File: config.mk
export PLATFORM = sky130hd
export DESIGN_NAME = pipe_stage_reg
export DESIGN_NICKNAME = d
export VERILOG_FILES = /design/src/rtl/pipe_stage_reg.sv
export SDC_FILE = /design/constraint.sdc
export NUM_CORES = 1
export LEC_CHECK = 0
export ABC_AREA = 1
export CAP_MARGIN = 15
export CORE_MARGIN = 2
export CORE_UTILIZATION = 24
export CTS_BUF_LIST = sky130_fd_sc_hd__clkbuf_4 sky130_fd_sc_hd__clkbuf_8 sky130_fd_sc_hd__clkbuf_16
export CTS_CLUSTER_DIAMETER = 60
export DETAILED_ROUTE_END_ITERATION = 12
export GPL_ROUTABILITY_DRIVEN = 0
export PLACE_DENSITY_LB_ADDON = 0.25
export SLEW_MARGIN = 0
export SYNTH_ARGS = -nofsm -noshare
export SYNTH_HDL_FRONTEND = slang
export SYNTH_SLANG_ARGS = --single-unit
File: constraint.sdc
create_clock -name clk -period 4.5 [get_ports clk]
set_input_delay 0.675 -clock clk [delete_from_list [all_inputs] [get_ports clk]]
set_output_delay 0.675 -clock clk [all_outputs]
set_load 0.02 [all_outputs]
File: src/rtl/pipe_stage_reg.sv
// Generic pipeline stage register: valid/ready handshake, synchronous flush, control field zeroed when empty.
// Define PIPE_SKID_EN to add a second (skid) entry so that in_ready comes from a register instead of out_ready.
module pipe_stage_reg #(
  parameter int DATA_W      = 64,
  parameter int CTRL_W      = 4,
  parameter int STALL_CNT_W = 16
) (
  input  logic                   clk,
  input  logic                   rst,
  input  logic                   flush,
  input  logic                   in_valid,
  output logic                   in_ready,
  input  logic [CTRL_W-1:0]      in_ctrl,
  input  logic [DATA_W-1:0]      in_data,
  output logic                   out_valid,
  input  logic                   out_ready,
  output logic [CTRL_W-1:0]      out_ctrl,
  output logic [DATA_W-1:0]      out_data,
  output logic [1:0]             occupancy,
  output logic [STALL_CNT_W-1:0] stall_cnt
);

  // Handshake: a transfer happens on a rising edge where valid && ready; valid never waits on ready.
  typedef enum logic [1:0] {EMPTY = 2'd0, ONE = 2'd1, TWO = 2'd2} state_t;

  state_t                   state;
  state_t                   stateNext;
  logic                     inXfer;
  logic                     outXfer;
  logic                     mainLoad;
  logic [CTRL_W-1:0]        mainCtrlSrc;
  logic [DATA_W-1:0]        mainDataSrc;
  logic [CTRL_W-1:0]        mainCtrl;
  logic [DATA_W-1:0]        mainData;
  logic [STALL_CNT_W-1:0]   stallCnt;

  assign out_valid = (state != EMPTY);
  assign out_ctrl  = mainCtrl;
  assign out_data  = mainData;
  assign stall_cnt = stallCnt;
  assign inXfer    = in_valid && in_ready;
  assign outXfer   = out_valid && out_ready;

`ifdef PIPE_SKID_EN
  logic              skidLoad;
  logic [CTRL_W-1:0] skidCtrl;
  logic [DATA_W-1:0] skidData;

  // Ready depends only on the registered state, never on out_ready.
  assign in_ready  = (state != TWO) && !flush;
  assign occupancy = state;

  always_comb begin
    stateNext   = state;
    mainLoad    = 1'b0;
    skidLoad    = 1'b0;
    mainCtrlSrc = in_ctrl;
    mainDataSrc = in_data;
    if (flush) begin
      stateNext = EMPTY;
    end else begin
      case (state)
        EMPTY: begin
          if (inXfer) begin
            stateNext = ONE;
            mainLoad  = 1'b1;
          end
        end
        ONE: begin
          if (inXfer && outXfer) begin
            mainLoad = 1'b1;
          end else if (inXfer) begin
            stateNext = TWO;
            skidLoad  = 1'b1;
          end else if (outXfer) begin
            stateNext = EMPTY;
          end
        end
        TWO: begin
          if (outXfer) begin
            stateNext   = ONE;
            mainLoad    = 1'b1;
            mainCtrlSrc = skidCtrl;
            mainDataSrc = skidData;
          end
        end
        default: stateNext = EMPTY;
      endcase
    end
  end

  always_ff @(posedge clk or posedge rst) begin
    if (rst) begin
      skidCtrl <= '0;
      skidData <= '0;
    end else if (skidLoad) begin
      skidCtrl <= in_ctrl;
      skidData <= in_data;
    end
  end
`else
  assign in_ready  = (!out_valid || out_ready) && !flush;
  assign occupancy = {1'b0, state[0]};

  always_comb begin
    stateNext   = state;
    mainLoad    = 1'b0;
    mainCtrlSrc = in_ctrl;
    mainDataSrc = in_data;
    if (flush) begin
      stateNext = EMPTY;
    end else if (inXfer) begin
      stateNext = ONE;
      mainLoad  = 1'b1;
    end else if (outXfer) begin
      stateNext = EMPTY;
    end
  end
`endif

  always_ff @(posedge clk or posedge rst) begin
    if (rst) begin
      state    <= EMPTY;
      mainCtrl <= '0;
      mainData <= '0;
    end else begin
      state <= stateNext;
      // Control bits die with the entry so a bubble never carries a write enable.
      if (stateNext == EMPTY) begin
        mainCtrl <= '0;
      end else if (mainLoad) begin
        mainCtrl <= mainCtrlSrc;
      end
      if (mainLoad) begin
        mainData <= mainDataSrc;
      end
    end
  end

  always_ff @(posedge clk or posedge rst) begin
    if (rst) begin
      stallCnt <= '0;
    end else if (out_valid && !out_ready && (stallCnt != '1)) begin
      stallCnt <= stallCnt + STALL_CNT_W'(1);
    end
  end

endmodule

======== Word level (Yosys, flattened, before mapping) ========
Index checks and enable logic that the tools add are counted.
operators by class
  mux-type cells .......................... 7
  reductions and logical operators ........ 12
  equal/unequal tests ..................... 1
  add/sub/neg operators ................... 1
operators with widths
  cell                                            number
  adder 16 x 1 -> 16 bit (second input constant)  1
  inequality test 16 bit (second input constant)  1
  2-to-1 mux 4 bit                                2
  2-to-1 mux 2 bit                                3
  logical AND 1 bit                               5
  nonzero test 2 bit                              2
  logical NOT 1 bit                               3
  logical NOT 2 bit                               1
  2-to-1 mux 1 bit                                2
  logical OR 1 bit                                1
storage, ports and cells
  output and inout bits ................... 88
  input bits .............................. 73
  word-level logic and storage cells ...... 25
  register bits after elaboration ......... 86

======== Logic depth before layout (Yosys ltp) ========
  depth after elaboration ................. 9
  gate-level depth with buffers ........... 10

======== Worst setup path before layout ========
Ideal clock, no wire load.
  path type ............................... input-to-output
  start point ............................. input port out_ready
  end point ............................... output port in_ready
  buffers on the path ..................... 1
  cell stages on the path ................. 5
  path slack .............................. 2,644 ps
  arrival time ............................ 1,181 ps
  required time ........................... 3,825 ps
  cell sequence ........................... inv_1 -> nand2_1 -> inv_2 -> nor2_4 -> buf_2
on the way
  word-level cells in the longest chain between the ends .. 2
RTL lines
  item                line  RTL
  start: declaration  16    input logic out_ready,
  logical OR 1 bit    102   assign in_ready = (!out_valid || out_ready) && !flush;
  logical AND 1 bit   102
  end: declaration    12    output logic in_ready,
Every way passes these cells.

======== Worst setup path in the final report ========
Same ends and word-level chain as after synthesis.

==> results.sh <==
export IMPL_status="finished clean"
export IMPL_ys_async_sr_fraction=1.00
export IMPL_cp_arrival_ns=2.12
export IMPL_timing_final_crit_share=0.620
export IMPL_crit_type="input port to primary output"
export IMPL_crit_buf_inv=4
export IMPL_ys_seq_area_frac=0.552
export IMPL_fmax_mhz=358
export IMPL_cts_root_buf="clkbuf_16"
export IMPL_rsz0062_at_grt="false"
export IMPL_layout_nets=687
export IMPL_cp_end_kind="primary output"
export IMPL_finalHoldWorstSlack_ns=0.468
export IMPL_setup_ws_ns=1.71
export IMPL_worst_path_most_repeated_cell="clkdlybuf4s50_1"
export IMPL_via_count=3574
export IMPL_cts_hold_buffers=0
export IMPL_diodes=0
export IMPL_cp_top_family="buffers and inverters"
export IMPL_power_density_nw_per_um2=416
export IMPL_dieArea_sq_um=17300
export IMPL_core_rowCount=46
export IMPL_drt_total_wl_microns=11300
export IMPL_drt_wirelength_per_cell_microns=13.5
export IMPL_grt_max_degree=70
export IMPL_worstMarginPinSlew_ns=0.697
export IMPL_ys_types=22
export IMPL_synthTopCellsByArea="dfrtp_1 55%, nand2_1 19%, nand3_1 10%"
export IMPL_synth_ff_type="dfrtp_1"
export IMPL_first_global_vias=3740
export IMPL_detail_route_first_pass_iterations=4
export IMPL_drc=0
export IMPL_post_dp_hpwl_microns=8050
export IMPL_overflow=0
export IMPL_cts_sinks=86
export IMPL_skew_ns=0.00743
export IMPL_pre_cts_slack_ns=1.56
export IMPL_syn_num_nets=538
export IMPL_syn_cell_area_sq_um=3900
export IMPL_hold_class="flip-flop to flip-flop"
export IMPL_cts_tree="yes"
export IMPL_slew_headroom=0.535
export IMPL_ys_warn_count=0
export IMPL_pin_count=161
export IMPL_clockBufferDepth=2
export IMPL_finalHoldViolations=0
export IMPL_path_cells="clkdlybuf4s50_1, inv_1, nand2_1, inv_2, nor2_4, clkdlybuf4s50_1"
export IMPL_grt_pass1_wl_microns=19000
export IMPL_yosysMostFrequentCell="nand2_1"
export IMPL_drv_slew=0
export IMPL_finalSetupViolations=0
export IMPL_cp_data_required_time_ns=3.83
export IMPL_port_buffers=159
export IMPL_leakage_uw=0.00276
export IMPL_maxCapViolCount=0
export IMPL_ys_ff_latch=86
export IMPL_antenna_left=0
export IMPL_synth_top_area_cell="dfrtp_1"
export IMPL_netlist_area_leader_share=0.552
export IMPL_fp_dieH_microns=131
export IMPL_track_usage=0.137
export IMPL_chipWidth_microns=131
export IMPL_fin_util=0.372
export IMPL_path_clk_slew_ns=0.06
export IMPL_slowest_stage="clkdlybuf4s50_1"
export IMPL_drive_above_1_share=0.0793
export IMPL_drt_iter0_drc=130
export IMPL_synth_enable_flop_cells=0
export IMPL_syn_to_final_growth_pct=51.3
export IMPL_postSynthAreaPerCell_sq_um=8.41
export IMPL_crit_path_max_fanout=2
export IMPL_cts_made_buffers=9
export IMPL_cts_resized=0
export IMPL_clk_latency_ns=0.34
export IMPL_htreeDepth=3
export IMPL_post_cts_repair_setup_buffers=0
export IMPL_tns_ns=0
export IMPL_peakVddDrop_mv=0.159
export IMPL_max_stage_delay_ns=0.65
export IMPL_start_util=0.246
export IMPL_crit_path_start_kind="input port"
export IMPL_synthCells=464
export IMPL_antenna_found_initial=0
export IMPL_period_minus_slack_ns=2.79
export IMPL_coreArea_sq_um=15900
export IMPL_synth_commonest_cells="198 x nand2_1, 86 x dfrtp_1, 80 x nand3_1, 18 x nor2_1, 15 x inv_1"
export IMPL_post_drt_via_cell_ratio=4.29
## cell usage in the layout, fill, tap and decap left out, drive strengths merged
cell,n
nand4,5
conb,1
o21ai,13
nand3,80
xnor2,2
inv,17
xor2,2
dfrtp,86
nor2,22
clkinv,4
nand2,207
clkbuf,13
buf,7
ha,1
clkdlybuf4s50,158
## per-layer routing
layer	GRT usage	part of all wire
met2	0.229	0.48
met4	0.0525	0.018
met5	0	0
met1	0.157	0.42
met3	0.0529	0.084
## area by class of cell
| class | count | area [sq um] |
|---|---|---|
| Multi-Input combinational cell | 333 | 1490 |
| Clock inverter | 3 | 18.8 |
| Sequential cell | 86 | 2150 |
| Tap cell | 216 | 270 |
| Inverter | 18 | 68.8 |
| Clock buffer | 13 | 268 |
| Fill cell | 1637 | 9980 |
| Timing Repair Buffer | 165 | 1630 |
## sequential cells by signal, summed over array words and instances, names as in the netlist
| signal | cells |
|---|---|
| out_ctrl | 4 |
| state | 2 |
| out_data | 64 |
| stall_cnt | 16 |
## worst register-to-register path: stages, from the launching register on
cell	delay [ns]
dfrtp_1	0.39
inv_2	0.07
nand2_2	0.11
nand2_1	0.13
inv_2	0.07
nor2_4	0.08
buf_4	0.53
nand2_2	0.22
buf_4	0.35
nand2_1	0.20
nand2_1	0.06
## cell families (layout without fill, tap and decap cells)
family / Yosys count / count (layout) / share of synthesized area
AND/OR/NAND/NOR: 314 / 314 / 0.344
adder cells (fa/ha/maj): 1 / 1 / 0.00321
buffers and inverters: 45 / 199 / 0.0664
AO/OA/AOI/OAI: 13 / 13 / 0.0244
XOR/XNOR: 4 / 4 / 0.00898
other: 1 / 1 / 0.000961
flip-flops: 86 / 86 / 0.552
## power breakdown
| group | switching (uW) | internal (uW) | total [uW] |
|---|---|---|---|
| logic | 390 | 348 | 738 |
| registers | 107 | 897 | 1000 |
| clock network | 297 | 416 | 712 |
## worst paths after layout
check | start | endpoint | slack [ns] | cells past startpoint
worst min-delay path | out_data[40] | out_data[40] | 0.47 | 2
worst max register to register | state[0] | out_data[19] | 2.19 | 10
worst min register to register | out_data[40] | out_data[40] | 0.47 | 2
worst max-delay path | out_ready | in_ready | 1.71 | 6
max in group asynchronous | rst | out_data[38] | 2.97 | 3
min in group asynchronous | rst | out_data[25] | 0.72 | 2
## stage by stage
| stage | power [uW] | area, sq um | cells |
|---|---|---|---|
| after floorplan | 1380 | 3900 | 464 |
| after global placement | 1750 | 5620 | 818 |
| after detailed placement | 1760 | 5620 | 818 |
| after CTS | 2500 | 5900 | 834 |
| after global routing | 2600 | 5900 | 834 |
| final | 2460 | 5900 | 834 |
Power figures use the tool's default switching activity.
==> RTL edit 1, RTL diff (same flow settings) <==
The option `PIPE_SKID_EN` is turned on by a define.
--- a/src/rtl/pipe_stage_reg.sv
+++ b/src/rtl/pipe_stage_reg.sv
@@ -1,5 +1,7 @@
 // Generic pipeline stage register: valid/ready handshake, synchronous flush, control field zeroed when empty.
 // Define PIPE_SKID_EN to add a second (skid) entry so that in_ready comes from a register instead of out_ready.
+`define PIPE_SKID_EN
+
 module pipe_stage_reg #(
   parameter int DATA_W      = 64,
   parameter int CTRL_W      = 4,
Function: changed (a bounded check fails within 4 cycles, from zero or initial values and one cycle with rst high).
==> RTL edit 1 against the unedited design <==
Combinational power is 30% higher; sequential cell count increased by 68; wire length up 64%; setup slack gained 85 ps; cell area rose by 63%; count of clock-buffer cells in the layout rose by 6; sequential share of layout area grew 3.6 points; synthesized area is 83% higher; non-clock buffer count grew 2; power increased by 73%; synthesized cell count up 94%; via count is 67% higher; fmax rose by 3.2%; critical endpoint unchanged.
==> RTL edit 1: results (changes against the unedited design) <==
power_and_ir_drop:
  ir_drop_v: 0.000189  # +19%
  leakagePower_nw: 4.67  # +69%
synth:
  yosys_most_used_dff: "dfrtp_1"
  synth_seq_area_share_pct: 53.9  # -1.2 points
  ys_warn_count: 0  # unchanged
  netlist_top_cells_count: "nand2_1 (418), dfrtp_1 (154), o21ai_0 (122), inv_1 (86), o21ai_1 (17)"
  synth_area_leaders: "dfrtp_1 (54%), nand2_1 (22%), o21ai_0 (8.5%), inv_1 (4.5%), buf_6 (1.9%)"
  async_flop_share_pct: 100  # unchanged
  synth_cell_types: 24  # +9.1%
  syn_nets: 976  # +81%
worst_hold_path:
  hold_class: "reg2reg"
  holdPathStages: 2  # unchanged
place:
  port_buffers: 160  # +0.63%
  place_hpwl_um: 11800  # +47%
  place_ws_ps: 1480  # -80.9 ps
drt:
  drtIter0Drc: 346  # +170%
  avgViaCountPerCell: 4.11  # -4.0%
  wl_per_cell_um: 12.8  # -5.5%
  firstDrtPassIters: 5  # +1
grt:
  grt_pass1_wl_um: 30400  # +60%
  antenna_found_initial: 0  # unchanged
  grt_use_total_pct: 12.3  # -1.4 points
  grt_pass1_vias: 5849  # +56%
  grt_max_degree: 82  # +17%
clock_network:
  cts.sinks: 154  # +79%
  cts_made_buffers: 17  # +8
  clockBufferDepth: 2  # unchanged
  clk_latency_ps: 420  # +80 ps
  cts_root_buffer: "clkbuf_16"
  cts.repair.resized: 0  # unchanged
  path_clk_slew_ps: 60  # about the same
  cts_htree_levels: 4  # +1
  postCtsSetupBuffers: 0  # unchanged
layout:
  nFillCells: 3182  # +94%
  fin_nets: 1119  # +63%
  diodes: 0  # unchanged
  drive_gt1_share_pct: 5.20  # -2.7 points
status:
  outcome: "finished, final reports clean"
worst_setup_path:
  reg2reg_depth: 11  # +1
  critPathMaxFanout: 4  # +2
  cp.arrival_ps: 2030  # -90 ps
timing:
  hold_viol_final: 0  # unchanged
  fin_skew_ps: 12.3  # +4.92 ps
  slew_headroom_pct: 43.9  # -9.6 points
RTL edit 1: cell families (layout without fill, tap and decap cells):
logic type      Yosys count  count (layout)  share of synthesized area, %
buf+inv                 133             288                          8.90
compound gates          142             142                          10.2
fa+ha+maj                 1               1                         0.175
xor+xnor                 11              11                          1.35
flops                   154             154                          53.9
simple gates            461             461                          25.4
RTL edit 1: cell type report:
class,instances,area share [%]
clock buffer,19,4.58
clock inverter,12,1.47
inverter,90,3.58
multi-input combinational,615,27.6
sequential,154,40.1
tap,390,5.07
timing repair buffer,167,17.6
RTL edit 1: through the flow:
stage,area [sq um],cells,utilization [%]
after global routing,9620,1447,32.6
after global placement,9020,1415,30.6
final,9620,1447,32.6
after detailed placement,9020,1415,30.6
after floorplan,7150,902,-
after CTS,9600,1446,32.6
RTL edit 1: worst paths after layout:
kind	startpoint	endpoint	slack, ps
max in group asynchronous	rst	skidData[15]	3360
hold reg to reg	out_data[31]	out_data[31]	480
setup / recovery	flush	in_ready	1790
setup reg to reg	occupancy[0]	out_ctrl[1]	2290
hold / removal	out_data[31]	out_data[31]	480
min in group asynchronous	rst	out_data[39]	550
RTL edit 1: critical path: stages:
cell	delay, ps
clkdlybuf4s50_1	520
nor2_1	200
clkdlybuf4s50_1	640
RTL edit 1: routing by layer:
metal | vias up | wire (um) | global-route usage [%]
met5 | - | 0 | 0
met4 | 0 | 199 | 3.62
met3 | 11 | 908 | 3.06
met2 | 122 | 8430 | 19.8
met1 | 2757 | 8940 | 16.3
li1 | 3062 | - | -
RTL edit 1: where the power goes:
group	internal (mW)	switching [mW]
sequential	1.69	0.140
combinational	0.442	0.520
clock	0.835	0.617
==> RTL edit 2, RTL diff (same settings) <==
Without the edit above. Put one more register stage on the output `stall_cnt`, with the module's reset. The value now appears one clock later. The other outputs are not delayed to match.
--- a/src/rtl/pipe_stage_reg.sv
+++ b/src/rtl/pipe_stage_reg.sv
@@ -37,7 +37,13 @@
   assign out_valid = (state != EMPTY);
   assign out_ctrl  = mainCtrl;
   assign out_data  = mainData;
-  assign stall_cnt = stallCnt;
+  always_ff @(posedge clk or posedge rst) begin
+    if (rst) begin
+      stall_cnt <= '0;
+    end else begin
+      stall_cnt <= stallCnt;
+    end
+  end
   assign inXfer    = in_valid && in_ready;
   assign outXfer   = out_valid && out_ready;
 
Function: changed (Yosys sat finds a counterexample within 4 cycles, from zero or initial values and one cycle with rst high).
==> RTL edit 2 against the unedited design <==
Power grew 14%; wire length grew 5.8%; cell area grew 7.7%; sequential power grew 19%; synthesized area grew 10%; combinational power grew 3.4%; critical path depth is the same; largest cell class unchanged; setup slack gained 69 ps; sequential cell count grew 16; register-to-register slack gained 70 ps; first-iteration DRC count grew 14%.
==> RTL edit 2: results (changes against the unedited design) <==
grt:
  grt_max_degree: 84  # +20%
  grt_pass1_vias: 3554  # -5.0%
  grt_pass1_wl_um: 18700  # -1.6%
  grt_use_total_pct: 12.8  # -0.88 points
  grt_overflow: 0  # unchanged
  antenna_found_initial: 0  # unchanged
worst_setup_path:
  critPathMaxFanout: 2  # unchanged
  reg2reg_slack_ps: 2260  # +70 ps
  slowest_delay_ps: 610  # -40 ps
  crit_start: "out_ready"
  reg2reg_from: "stallCnt[0]"
  cp.arrival_ps: 2050  # -70 ps
  critical_path.top_delay_family: "buffers and inverters"
  reg2reg_depth: 8  # -2
  endpoint: "in_ready"
  r2r-end: "stallCnt[11]"
power_and_ir_drop:
  p_sw_share_pct: 30.8  # -1.5 points
  leakagePower_nw: 2.98  # +7.9%
  ir_drop_v: 0.000209  # +32%
  powerDensity_nw_per_um2: 441  # +6.0%
timing:
  period_needed_ps: 2720  # -69.1 ps
  holdWs_ps: 459  # -9.45 ps
  worst_pin_slew_ps: 1090  # +393 ps
  hold_viol_final: 0  # unchanged
  fin_skew_ps: 11.8  # +4.42 ps
synth:
  synth_seq_area_share_pct: 59.4  # +4.2 points
  synth_adder_area_share_pct: 0.291  # -0.030 points
  syn_area_per_cell_sq_um: 8.96  # +6.5%
  syn_nets: 554  # +3.0%
  synth-compound-area-share_pct: 2.30  # -0.14 points
  netlist_top_cells_count: "nand2_1 (202), dfrtp_1 (102), nand3_1 (81), nor2_1 (16), inv_1 (14)"
  synth_area_leaders: "dfrtp_1 (59%), nand2_1 (18%), nand3_1 (9.4%), buf_6 (2.4%), o21ai_2 (1.8%)"
  synth_xor_area_share_pct: 0.815  # -0.083 points
worst_hold_path:
  holdPathEnd: "stall_cnt[15]"
  holdPathStages: 0  # -2
  hp-start: "stallCnt[15]"
place:
  place_ws_ps: 1670  # +111 ps
  place_hpwl_um: 8250  # +2.4%
  place_inst: 841  # +2.8%
  dpl_cell_area_sq_um: 6010  # +7.0%
clock_network:
  cts.repair.resized: 0  # unchanged
  path_clk_slew_ps: 60  # about the same
  cts_root_buffer: "clkbuf_16"
  cts_htree_levels: 3  # unchanged
layout:
  fin_nets: 702  # +2.2%
  drive_gt1_share_pct: 7.42  # -0.50 points
  largest_register_ffs: 64  # unchanged
  nFillCells: 1756  # +7.3%
drt:
  vias: 3719  # +4.1%
  wl_per_cell_um: 13.9  # +2.9%
  drtIter0Drc: 148  # +14%
  avgViaCountPerCell: 4.33  # +1.1%
status:
  outcome: "finished, final reports clean"
[RTL edit 2: changes by cell type after synthesis, sizes merged]
cell    change
dfrtp      +16
buf         -3
clkbuf      +3
nand2       -1
nand3       +1
[RTL edit 2: area by class of cell]
cell class              count  area share (%)
clock inverters             5            1.28
clock buffers              11            3.88
repair buffers            164            25.7
inverters                  18            1.10
well taps                 225            4.43
multi-input cells         333            23.4
flip-flops and latches    102            40.1
[RTL edit 2: power groups by stage]
| stage | Combinational (mW) | Sequential, mW | Clock (mW) |
|---|---|---|---|
| after floorplan | 0.239 | 1.34 | 0 |
| final | 0.763 | 1.19 | 0.851 |
| after global routing | 0.829 | 1.21 | 0.924 |
| after global placement | 0.765 | 1.21 | 0 |
| after CTS | 0.773 | 1.19 | 0.886 |
| after detailed placement | 0.771 | 1.21 | 0 |
[RTL edit 2: per-layer routing]
layer  routed length (um)  vias up  GRT usage (%)
li1                     -     1814              -
met1                 5280     1771           16.5
met2                 5530      113           20.4
met3                  817       21           2.65
met4                  298        0           6.18
met5                    0        -              0
